==> src/rtl/led_status_ctrl_if.sv <==
// Status-LED bank bus: per-channel modes and phase clear in,
// LED drive and shared timebase strobe out.
interface led_status_ctrl_if #(
    parameter int N_LED = 5
);
    logic [2*N_LED-1:0] mode;
    logic               phase_clr;
    logic [N_LED-1:0]   led;
    logic               tick;

    modport master (
        output mode,
        output phase_clr,
        input  led,
        input  tick
    );

    modport slave (
        input  mode,
        input  phase_clr,
        output led,
        output tick
    );
endinterface

==> src/rtl/led_status_ctrl.sv <==
// Status-LED driver: off/on/blink/breathe per channel on a shared
// millisecond timebase so every animated channel stays phase-aligned.
module led_status_ctrl #(
    parameter int CLK_FREQ   = 50_000_000,
    parameter int TICK_HZ    = 1000,
    parameter int N_LED      = 5,
    parameter int BLINK_MS   = 250,
    parameter int PWM_W      = 8,
    parameter int ACTIVE_LOW = 0
) (
    input logic         clk50M,
    input logic         reset_n,
    led_status_ctrl_if.slave bus
);

    localparam int DIV = CLK_FREQ / TICK_HZ;
    localparam int PW  = (DIV > 2) ? $clog2(DIV) : 1;
    localparam int BW  = (BLINK_MS > 1) ? $clog2(BLINK_MS) : 1;

    localparam logic [PW-1:0]    PMAX = PW'(DIV - 1);
    localparam logic [BW-1:0]    BMAX = BW'(BLINK_MS - 1);
    localparam logic [PWM_W-1:0] LMAX = '1;
    localparam logic [PWM_W-1:0] LONE = PWM_W'(1);
    localparam logic             AL   = (ACTIVE_LOW != 0);

    if (DIV < 2) begin : g_div_chk
        $error("led_status_ctrl: CLK_FREQ/TICK_HZ must be >= 2");
    end

    if (BLINK_MS < 1) begin : g_blink_chk
        $error("led_status_ctrl: BLINK_MS must be >= 1");
    end

    typedef enum logic {
        RISE = 1'b0,
        FALL = 1'b1
    } dir_e;

    logic [PW-1:0]    pcnt;
    logic             tick_q;
    logic [BW-1:0]    bcnt;
    logic             blink_ph;
    logic [PWM_W-1:0] lvl;
    dir_e             dir;
    logic [PWM_W-1:0] pwm;
    logic [N_LED-1:0] lit;
    logic [N_LED-1:0] led_q;

    // Prescaler; tick is the registered wrap of pcnt
    always_ff @(posedge clk50M or negedge reset_n) begin
        if (!reset_n) begin
            pcnt   <= '0;
            tick_q <= 1'b0;
        end else if (bus.phase_clr) begin
            pcnt   <= '0;
            tick_q <= 1'b0;
        end else begin
            tick_q <= (pcnt == PMAX);
            pcnt   <= (pcnt == PMAX) ? '0 : pcnt + 1'b1;
        end
    end

    always_ff @(posedge clk50M or negedge reset_n) begin
        if (!reset_n) begin
            bcnt     <= '0;
            blink_ph <= 1'b0;
        end else if (bus.phase_clr) begin
            bcnt     <= '0;
            blink_ph <= 1'b0;
        end else if (tick_q) begin
            if (bcnt == BMAX) begin
                bcnt     <= '0;
                blink_ph <= ~blink_ph;
            end else begin
                bcnt <= bcnt + 1'b1;
            end
        end
    end

    // Triangle ramp; the turnaround steps away from the end value
    always_ff @(posedge clk50M or negedge reset_n) begin
        if (!reset_n) begin
            lvl <= '0;
            dir <= RISE;
        end else if (bus.phase_clr) begin
            lvl <= '0;
            dir <= RISE;
        end else if (tick_q) begin
            unique case (dir)
                RISE: begin
                    if (lvl == LMAX) begin
                        dir <= FALL;
                        lvl <= lvl - 1'b1;
                    end else begin
                        lvl <= lvl + 1'b1;
                    end
                end
                FALL: begin
                    if (lvl == '0) begin
                        dir <= RISE;
                        lvl <= LONE;
                    end else begin
                        lvl <= lvl - 1'b1;
                    end
                end
            endcase
        end
    end

    always_ff @(posedge clk50M or negedge reset_n) begin
        if (!reset_n) begin
            pwm <= '0;
        end else begin
            pwm <= pwm + 1'b1;
        end
    end

    always_comb begin
        lit = '0;
        for (int i = 0; i < N_LED; i++) begin
            unique case (bus.mode[2*i +: 2])
                2'b00: lit[i] = 1'b0;
                2'b01: lit[i] = 1'b1;
                2'b10: lit[i] = blink_ph;
                2'b11: lit[i] = (pwm < lvl);
            endcase
        end
    end

    always_ff @(posedge clk50M or negedge reset_n) begin
        if (!reset_n) begin
            led_q <= {N_LED{AL}};
        end else begin
            led_q <= lit ^ {N_LED{AL}};
        end
    end

    assign bus.led  = led_q;
    assign bus.tick = tick_q;

endmodule

==> src/flat_wrapper.sv <==
// flat-port wrapper written by rule: the top's interface ports become plain ports
module led_status_ctrl_flat 
#(
    parameter int CLK_FREQ   = 50_000_000,
    parameter int TICK_HZ    = 1000,
    parameter int N_LED      = 5,
    parameter int BLINK_MS   = 250,
    parameter int PWM_W      = 8,
    parameter int ACTIVE_LOW = 0
)
  (clk50M, reset_n, bus_mode, bus_phase_clr, bus_led, bus_tick);
  led_status_ctrl_if #(.N_LED(N_LED)) bus_i ();
  input logic clk50M;
  input logic reset_n;
  input wire logic [$bits(bus_i.mode)-1:0] bus_mode;
  input wire logic [$bits(bus_i.phase_clr)-1:0] bus_phase_clr;
  output wire logic [$bits(bus_i.led)-1:0] bus_led;
  output wire logic [$bits(bus_i.tick)-1:0] bus_tick;
  assign bus_i.mode = bus_mode;
  assign bus_i.phase_clr = bus_phase_clr;
  assign bus_led = bus_i.led;
  assign bus_tick = bus_i.tick;
  led_status_ctrl #(.CLK_FREQ(CLK_FREQ), .TICK_HZ(TICK_HZ), .N_LED(N_LED), .BLINK_MS(BLINK_MS), .PWM_W(PWM_W), .ACTIVE_LOW(ACTIVE_LOW)) u_core (.clk50M(clk50M), .reset_n(reset_n), .bus(bus_i));
endmodule
==> config.mk <==
export PLATFORM = sky130hd
export DESIGN_NAME = led_status_ctrl_flat
export DESIGN_NICKNAME = d
export VERILOG_FILES = /design/src/rtl/led_status_ctrl_if.sv /design/src/rtl/led_status_ctrl.sv /design/src/flat_wrapper.sv
export SDC_FILE = /design/constraint.sdc
export NUM_CORES = 1
export LEC_CHECK = 0
export BUFFER_PORTS_ARGS = -buffer_cell sky130_fd_sc_hd__clkbuf_2
export CELL_PAD_IN_SITES_DETAIL_PLACEMENT = 0
export CELL_PAD_IN_SITES_GLOBAL_PLACEMENT = 2
export CORE_MARGIN = 8
export CORE_UTILIZATION = 35
export CTS_BUF_LIST = sky130_fd_sc_hd__clkbuf_8
export DETAILED_ROUTE_END_ITERATION = 10
export PLACE_DENSITY_LB_ADDON = 0.1
export SLEW_MARGIN = 20
export SYNTH_ARGS = -nofsm -noshare
export SYNTH_HDL_FRONTEND = slang
export SYNTH_SLANG_ARGS = --single-unit
==> constraint.sdc <==
create_clock -name clk50M -period 2.4 [get_ports clk50M]
set_input_delay 0 -clock clk50M [delete_from_list [all_inputs] [get_ports clk50M]]
set_output_delay 0 -clock clk50M [all_outputs]
set_load 0.01 [all_outputs]
==> impl_results.md, run 1 <==
* Status: finished, final reports clean
* Global route overflow at 0
* Syn Area/Cell at 9.77 um2
* Sw frac at between 20% and 30%
* Crit end category: flop
* Sequential-to-total area share from yosys stat at 46.2%
* First-pass GRT wire length at 10.2 mm
* Synth area leaders: dfrtp_1 (46%), ha_1 (6.7%), xor2_1 (5.4%)
* WP data arrival at 2.36 ns
* Crit path max fanout at 10
* Row Count at 31
* Most common cell in the netlist: dfrtp_1
* Max-cap viol count at 0
* Top cell type's share of synthesized area at between 40% and 50%
* CTS root buf: clkbuf_8
* Initial core utilization at a little over a third
* Post-synth top cells: dfrtp_1 (48), nor2_1 (34), xor2_1 (16), nand2_1 (15), ha_1 (14)
* DRC violations left at 0
* Psw at between 0.0003 and 0.0004 W
* Final max-slew violation count at 0
* Final period utilization at about nine tenths
* Final nets at about 330
* Final ANT Viol Nets at 0
* RSZ-0062 raised after global routing: false
* Cell family with most CP delay: simple AND/OR/NAND/NOR gates
* Sequential power share at 50.8%
* Routed wire length at 5.70 mm
* Buf+Inv Stages, Crit Path at 1
* EDFF count, synth at 0
* Clock share of power at 42.8%
* FF+latch area at 1200 um2
* I/O Buffers at 18
* Crit-path slowest cell: dfrtp_1
* DRT iter0 DRCs at 46
* VDD IR max at 0.229 mV
* I/O pin cnt at 19
* Required @ worst endpoint at 2.59 ns
* Vias in the first global route at about 2,000
* Initial antenna violation count at 0
* Worst Path Class, Setup: flop to flop
* Leakage at 1.37 nW
* Primary FF master, synth: dfrtp_1
* Internal cell power at 0.00129 W
* Gpl congestion at 0.775
* Startpoint types: flop
* Post-Route Utilization at 42.2%
* HP Class: input port to flop
* Hold Violations, Final at 0
* Hold WS at 0.0196 ns
* Largest area contributor in the netlist: dfrtp_1
* Comb pwr share at 6.4%
* Asr flop ratio synth at 100%
* Share of cells above drive strength 1 at approximately an eighth
* Yosys reg bits at 48
* Slew headroom at 51.4%
* Max incr delay on CP at 0.47 ns
* Overall Power at 0.00165 W
* Wire length per cell at 14.3 um
* P&R area growth vs syn at 17.3%
* Die Ht at 102 um
* Via count at around 2,000
* Htree depth at 2
* Cell Area, Synth at 2600 um2
* FMAX at 0.462 GHz
* Worst-path clk slew at about 0.1 ns
* Die Wd at 102 um
* Layout Skew at between 0.008 and 0.009 ns
* Drt pass-1 iters at 4
* Cts repair resizes at 0
* Worst-Margin Slew at 0.721 ns
* HPWL after detailed placement at 4.12 mm
* Longest Clk Path Bufs at 2
* Minimum clock period at approximately 2.2 ns
* Cells after Synth at 266
* Clock Latency Late Sink at 0.30 ns
* Cell Pwr Density at 542 nW/um2
* Final setup fails at 0
* Distinct cell type count of the synthesized netlist at 46
* Synthesized Nets at 293
* FILL cells at 746
* Multi-input gate area at between 1000 and 1500 um2
* Drt via density at ~5
* Total track usage at 12.3%
* Num CTS Buffers at 5
* Largest net degree at the start of global routing at 22
* Crit-path cells: inv_1, ha_1, or4b_4, nor3_2, or3_1, nor4_2, o32a_1
* # diodes at 0
* CTS tree: built
* CTS sink cnt at 48
* Total Neg Setup Slack at 0 ns
* Yosys warning total at 0
* Die area at ~10,000 um2
* Setup Buffers After CTS at 0
* Core Region at a little over 7000 um2
[sequential cells by signal, summed over array words and instances, names as in the netlist]
name / count
u_core.bcnt: 8
u_core.blink_ph: 1
u_core.bus.led: 5
u_core.bus.tick: 1
u_core.dir: 1
u_core.lvl: 8
u_core.pcnt: 16
u_core.pwm: 8
[final cells by class]
cell class              count  area share (%)
inverters                  13            1.60
well taps                  99            4.06
multi-input cells         197            42.6
clock buffers               5            2.26
clock inverters             3            2.26
repair buffers             34            7.80
flip-flops and latches     48            39.4
[placed cells by master, fill, tap and decap left out, types with 2 or more instances in the layout]
| cell | netlist | layout |
|---|---|---|
| nand2_1 | 15 | 15 |
| and4_1 | 5 | 5 |
| nand4_1 | 8 | 8 |
| xnor2_1 | 11 | 11 |
| clkbuf_2 | 0 | 18 |
| ha_1 | 14 | 14 |
| nor2b_1 | 3 | 3 |
| nand2b_1 | 4 | 4 |
| or2_2 | 3 | 3 |
| nor4b_1 | 3 | 3 |
| and3_1 | 8 | 8 |
| o21a_1 | 3 | 3 |
| xor2_1 | 16 | 16 |
| bufinv_16 | 0 | 2 |
| nor4_1 | 2 | 2 |
| o21ai_0 | 8 | 8 |
| o41ai_1 | 2 | 2 |
| nor3_1 | 3 | 3 |
| clkbuf_8 | 0 | 5 |
| nor2_1 | 34 | 34 |
| a311oi_1 | 2 | 2 |
| a21oi_1 | 12 | 12 |
| buf_4 | 1 | 5 |
| dlygate4sd3_1 | 0 | 11 |
| dfrtp_1 | 48 | 48 |
| nand3_1 | 13 | 13 |
| a31oi_1 | 7 | 7 |
| inv_1 | 13 | 13 |
| o211ai_1 | 2 | 2 |
[power by group through the flow]
| stage | Clock, W | Combinational (W) | Sequential (W) |
|---|---|---|---|
| after floorplan | 0 | 0.0000430 | 0.000854 |
| after global placement | 0 | 0.0000946 | 0.000854 |
| after detailed placement | 0 | 0.0000945 | 0.000854 |
| after CTS | 0.000736 | 0.000108 | 0.000838 |
| after global routing | 0.000763 | 0.000124 | 0.000840 |
| final | 0.000707 | 0.000106 | 0.000838 |
[layer usage]
metal | routed length, um | track usage, % | vias up
met5 | 0 | 0 | -
met4 | 30 | 2.71 | 0
met3 | 195 | 3.00 | 2
met2 | 2330 | 17.5 | 29
met1 | 3140 | 18.1 | 907
li1 | - | - | 1016
[final timing paths]
| check | from | to | slack (ns) | depth (start not counted) |
|---|---|---|---|---|
| setup / recovery | u_core.lvl[0]$_DFFE_PN0P_ | u_core.lvl[7]$_DFFE_PN0P_ | 0.24 | 7 |
| hold / removal | bus_phase_clr | u_core.pcnt[2]$_DFF_PN0_ | 0.02 | 2 |
| min in group asynchronous | reset_n | u_core.lvl[1]$_DFFE_PN0P_ | 0.09 | 2 |
| setup reg to reg | u_core.lvl[0]$_DFFE_PN0P_ | u_core.lvl[7]$_DFFE_PN0P_ | 0.24 | 7 |
| hold reg to reg | u_core.pwm[7]$_DFF_PN0_ | u_core.pwm[7]$_DFF_PN0_ | 0.49 | 1 |
| max in group asynchronous | reset_n | u_core.bcnt[1]$_DFFE_PN0P_ | 1.76 | 3 |
[cells by family (layout without fill, tap and decap cells)]
kind of cell / count (synthesis) / after routing / synth area share, %
AOI/OAI and AO/OA: 48 / 48 / 11.9
xor gates and xnor gates: 27 / 27 / 9.10
adders and majority gates: 14 / 14 / 6.74
buffers and inverters: 21 / 55 / 3.76
DFF: 48 / 48 / 46.2
muxes: 1 / 1 / 0.385
and+or+nand+nor: 107 / 107 / 21.8
[stage by stage]
| stage | std cells | area [um2] | setup slack, ns |
|---|---|---|---|
| after floorplan | 266 | 2600 | 0.475 |
| after global routing | 399 | 3050 | 0.0575 |
| after detailed placement | 380 | 2800 | 0.254 |
| after CTS | 399 | 3050 | 0.235 |
| after global placement | 380 | 2800 | 0.285 |
| final | 399 | 3050 | 0.236 |
[repair_timing]
action	4_1_cts	5_1_grt
hold buffers	11	0
setup endpoints to repair	0	0
endpoints found under the hold margin	53	0
Power figures use the tool's default switching activity.
==> run 2: changes to the inputs <==
--- a/config.mk
+++ b/config.mk
@@ -12,6 +12,7 @@
 export CORE_UTILIZATION = 35
 export CTS_BUF_LIST = sky130_fd_sc_hd__clkbuf_8
 export DETAILED_ROUTE_END_ITERATION = 10
+export HOLD_SLACK_MARGIN = 0.02
 export PLACE_DENSITY_LB_ADDON = 0.1
 export SLEW_MARGIN = 20
 export SYNTH_ARGS = -nofsm -noshare
==> run 2 against run 1 <==
Net effect:
- cell area rose by 0.33%
- largest power group unchanged
- clock power barely moved
- critical path type unchanged
- critical path depth did not move
- register-to-register slack barely moved
==> impl_results.md, run 2 (synthesized netlist as in run 1, its figures left out) <==
* Status: finished, final reports clean (unchanged)
* RSZ-0062 raised after global routing: false (unchanged)
* I/O Buffers at 18 (unchanged)
* Initial antenna violation count at 0 (unchanged)
* Crit end category: flop (unchanged)
* Met2 Track Usage GR at 17.5% (unchanged)
* Startpoint types: flop (unchanged)
* Final max-slew violation count at 0 (unchanged)
* Wire length per cell at 14.3 um (about the same)
* Die area at 10,400 um2 (unchanged)
* Post-Route Utilization at 42.4% (was 42.2%)
* Via count at 1,965 (was 1,954)
* Die Ht at 102 um (unchanged)
* DRT iter0 DRCs at 47 (was 46)
* Num CTS Buffers at 5 (unchanged)
* Sw frac at 21.9% (about the same)
* Multi-input gate area at 1300 um2 (unchanged)
* Largest net degree at the start of global routing at 22 (unchanged)
* Largest reg by FF count: u_core.pcnt (unchanged)
* Max-cap viol count at 0 (unchanged)
* Final period utilization at 90.0% (was 90.2%)
* Worst r2r src: u_core.lvl[0]$_DFFE_PN0P_ (unchanged)
* Cts repair resizes at 0 (unchanged)
* Cell Pwr Density at 540 nW/um2 (was 542 nW/um2)
* Grt met1 use at 18.1% (unchanged)
* # diodes at 0 (unchanged)
* FF+latch area at 1200 um2 (unchanged)
* Vias in the first global route at 2,000 (was 1,994)
* P&R area growth vs syn at 17.7% (was 17.3%)
* VDD IR max at 0.229 mV (unchanged)
* WP data arrival at 2.35 ns (was 2.36 ns)
* Global route overflow at 0 (unchanged)
* Worst-path clk slew at 0.10 ns (about the same)
* CTS sink cnt at 48 (unchanged)
* I/O pin cnt at 19 (unchanged)
* Leakage at 1.37 nW (about the same)
* Core Region at 7210 um2 (unchanged)
* Final nets at 327 (was 326)
* DRC violations left at 0 (unchanged)
* Required @ worst endpoint at 2.59 ns (about the same)
* Max incr delay on CP at 0.47 ns (about the same)
* Total Neg Setup Slack at 0 ns (unchanged)
* Clock Latency Late Sink at 0.30 ns (about the same)
* Sequential power share at 50.7% (was 50.8%)
* Row Count at 31 (unchanged)
* Total track usage at 12.3% (unchanged)
* Crit-path cells: inv_1, ha_1, or4b_4, nor3_2, or3_1, nor4_2, o32a_1 (unchanged)
* Initial core utilization at 36.0% (unchanged)
* Share of cells above drive strength 1 at 12.3% (about the same)
* HP Class: input port to async pin (was input port to flop)
* Largest register FFs at 16 (unchanged)
* Longest Clk Path Bufs at 2 (unchanged)
* Minimum clock period at 2.16 ns (about the same)
* Routed wire length at 5.70 mm (about the same)
* Slew headroom at 51.4% (unchanged)
* Commonest non-fill, non-tap cell in the layout: dfrtp_1 (unchanged)
* Die Wd at 102 um (unchanged)
* Hold WS at 0.0884 ns (was 0.0196 ns)
* Met3 track demand over resource at 3.00% (unchanged)
* Final ANT Viol Nets at 0 (unchanged)
* CP startpoint: u_core.lvl[0]$_DFFE_PN0P_ (unchanged)
* Hold Violations, Final at 0 (unchanged)
* Global routing's busiest layer: met1 (unchanged)
* FMAX at 0.463 GHz (was 0.462 GHz)
* Most frequent cells in the layout: dfrtp_1 (48), nor2_1 (34), clkbuf_2 (18) (unchanged)
* Gpl congestion at 0.775 (unchanged)
* FF-to-FF setup slack at 0.24 ns (about the same)
* Worst-Margin Slew at 0.721 ns (unchanged)
* Crit-path slowest cell: dfrtp_1 (unchanged)
* Final setup fails at 0 (unchanged)
* CTS root buf: clkbuf_8 (unchanged)
* First-pass GRT wire length at 10.2 mm (unchanged)
* Overall Power at 0.00165 W (about the same)
* Psw at 0.000361 W (about the same)
* Comb pwr share at 6.5% (was 6.4%)
* Clock share of power at 42.8% (about the same)
* Internal cell power at 0.00129 W (about the same)
* Layout Skew at 0.00821 ns (about the same)
* Htree depth at 2 (unchanged)
* Crit path max fanout at 10 (unchanged)
* CTS tree: built (unchanged)
* Drt via density at 4.91 (was 4.90)
* HPWL after detailed placement at 4.12 mm (unchanged)
* Drt pass-1 iters at 4 (unchanged)
* FILL cells at 745 (was 746)
* Worst Path Class, Setup: flop to flop (unchanged)
## run 2: cell types whose count changed in the layout (fill, tap and decap cells not counted), sizes merged
| cell | previous run | this run |
|---|---|---|
| dlygate4sd3 | 11 | 12 |
## run 2: area by class of cell
class / instances / share of cell area, %
timing repair buffer: 35 / 8.10
inverter: 13 / 1.60
sequential: 48 / 39.3
multi-input combinational: 197 / 42.5
clock buffer: 5 / 2.25
tap: 99 / 4.05
clock inverter: 3 / 2.25
## run 2: power groups by stage
| stage | registers [W] | clock network, W | logic [W] |
|---|---|---|---|
| 5_1_grt | 0.000840 | 0.000763 | 0.000125 |
| 3_3_place_gp | 0.000854 | 0 | 0.0000946 |
| 2_1_floorplan | 0.000854 | 0 | 0.0000430 |
| 4_1_cts | 0.000838 | 0.000736 | 0.000110 |
| 6_report | 0.000838 | 0.000707 | 0.000107 |
| 3_5_place_dp | 0.000854 | 0 | 0.0000945 |
## run 2: routing by layer
layer / up-vias / routed length, um
li1: 1017 / -
met5: - / 0
met1: 916 / 3150
met3: 2 / 199
met2: 30 / 2320
met4: 0 / 30
## run 2: critical path, delay by kind of cell (launching register included)
family / cells / cell delay (ns)
flip-flops: 1 / 0.47
AO/OA/AOI/OAI: 1 / 0.33
adder cells (fa/ha/maj): 1 / 0.14
AND/OR/NAND/NOR: 4 / 0.99
buffers and inverters: 1 / 0.13
## run 2: path summary, 6_finish.rpt
path | endpoint | cells past startpoint
worst max-delay path | u_core.lvl[7]$_DFFE_PN0P_ | 7
worst min-delay path | u_core.pwm[6]$_DFF_PN0_ | 2
worst max register to register | u_core.lvl[7]$_DFFE_PN0P_ | 7
worst min register to register | u_core.pwm[7]$_DFF_PN0_ | 1
max in group asynchronous | u_core.bcnt[1]$_DFFE_PN0P_ | 3
min in group clk50M | u_core.bus.led[4]$_DFF_PN0_ | 3
## run 2: what timing repair did
| action | CTS | global route |
|---|---|---|
| endpoints found under the setup margin | 0 | 0 |
| hold endpoints to repair | 55 | 0 |
| hold buffers | 12 | 0 |
| setup buffers | 0 | 0 |
## run 2: per-stage QoR
step	setup WS, ns	std cells	cell area (um2)
2_1_floorplan	0.475	266	2600
5_1_grt	0.0575	400	3060
6_report	0.239	400	3060
4_1_cts	0.235	400	3060
3_5_place_dp	0.254	380	2800
3_3_place_gp	0.285	380	2800
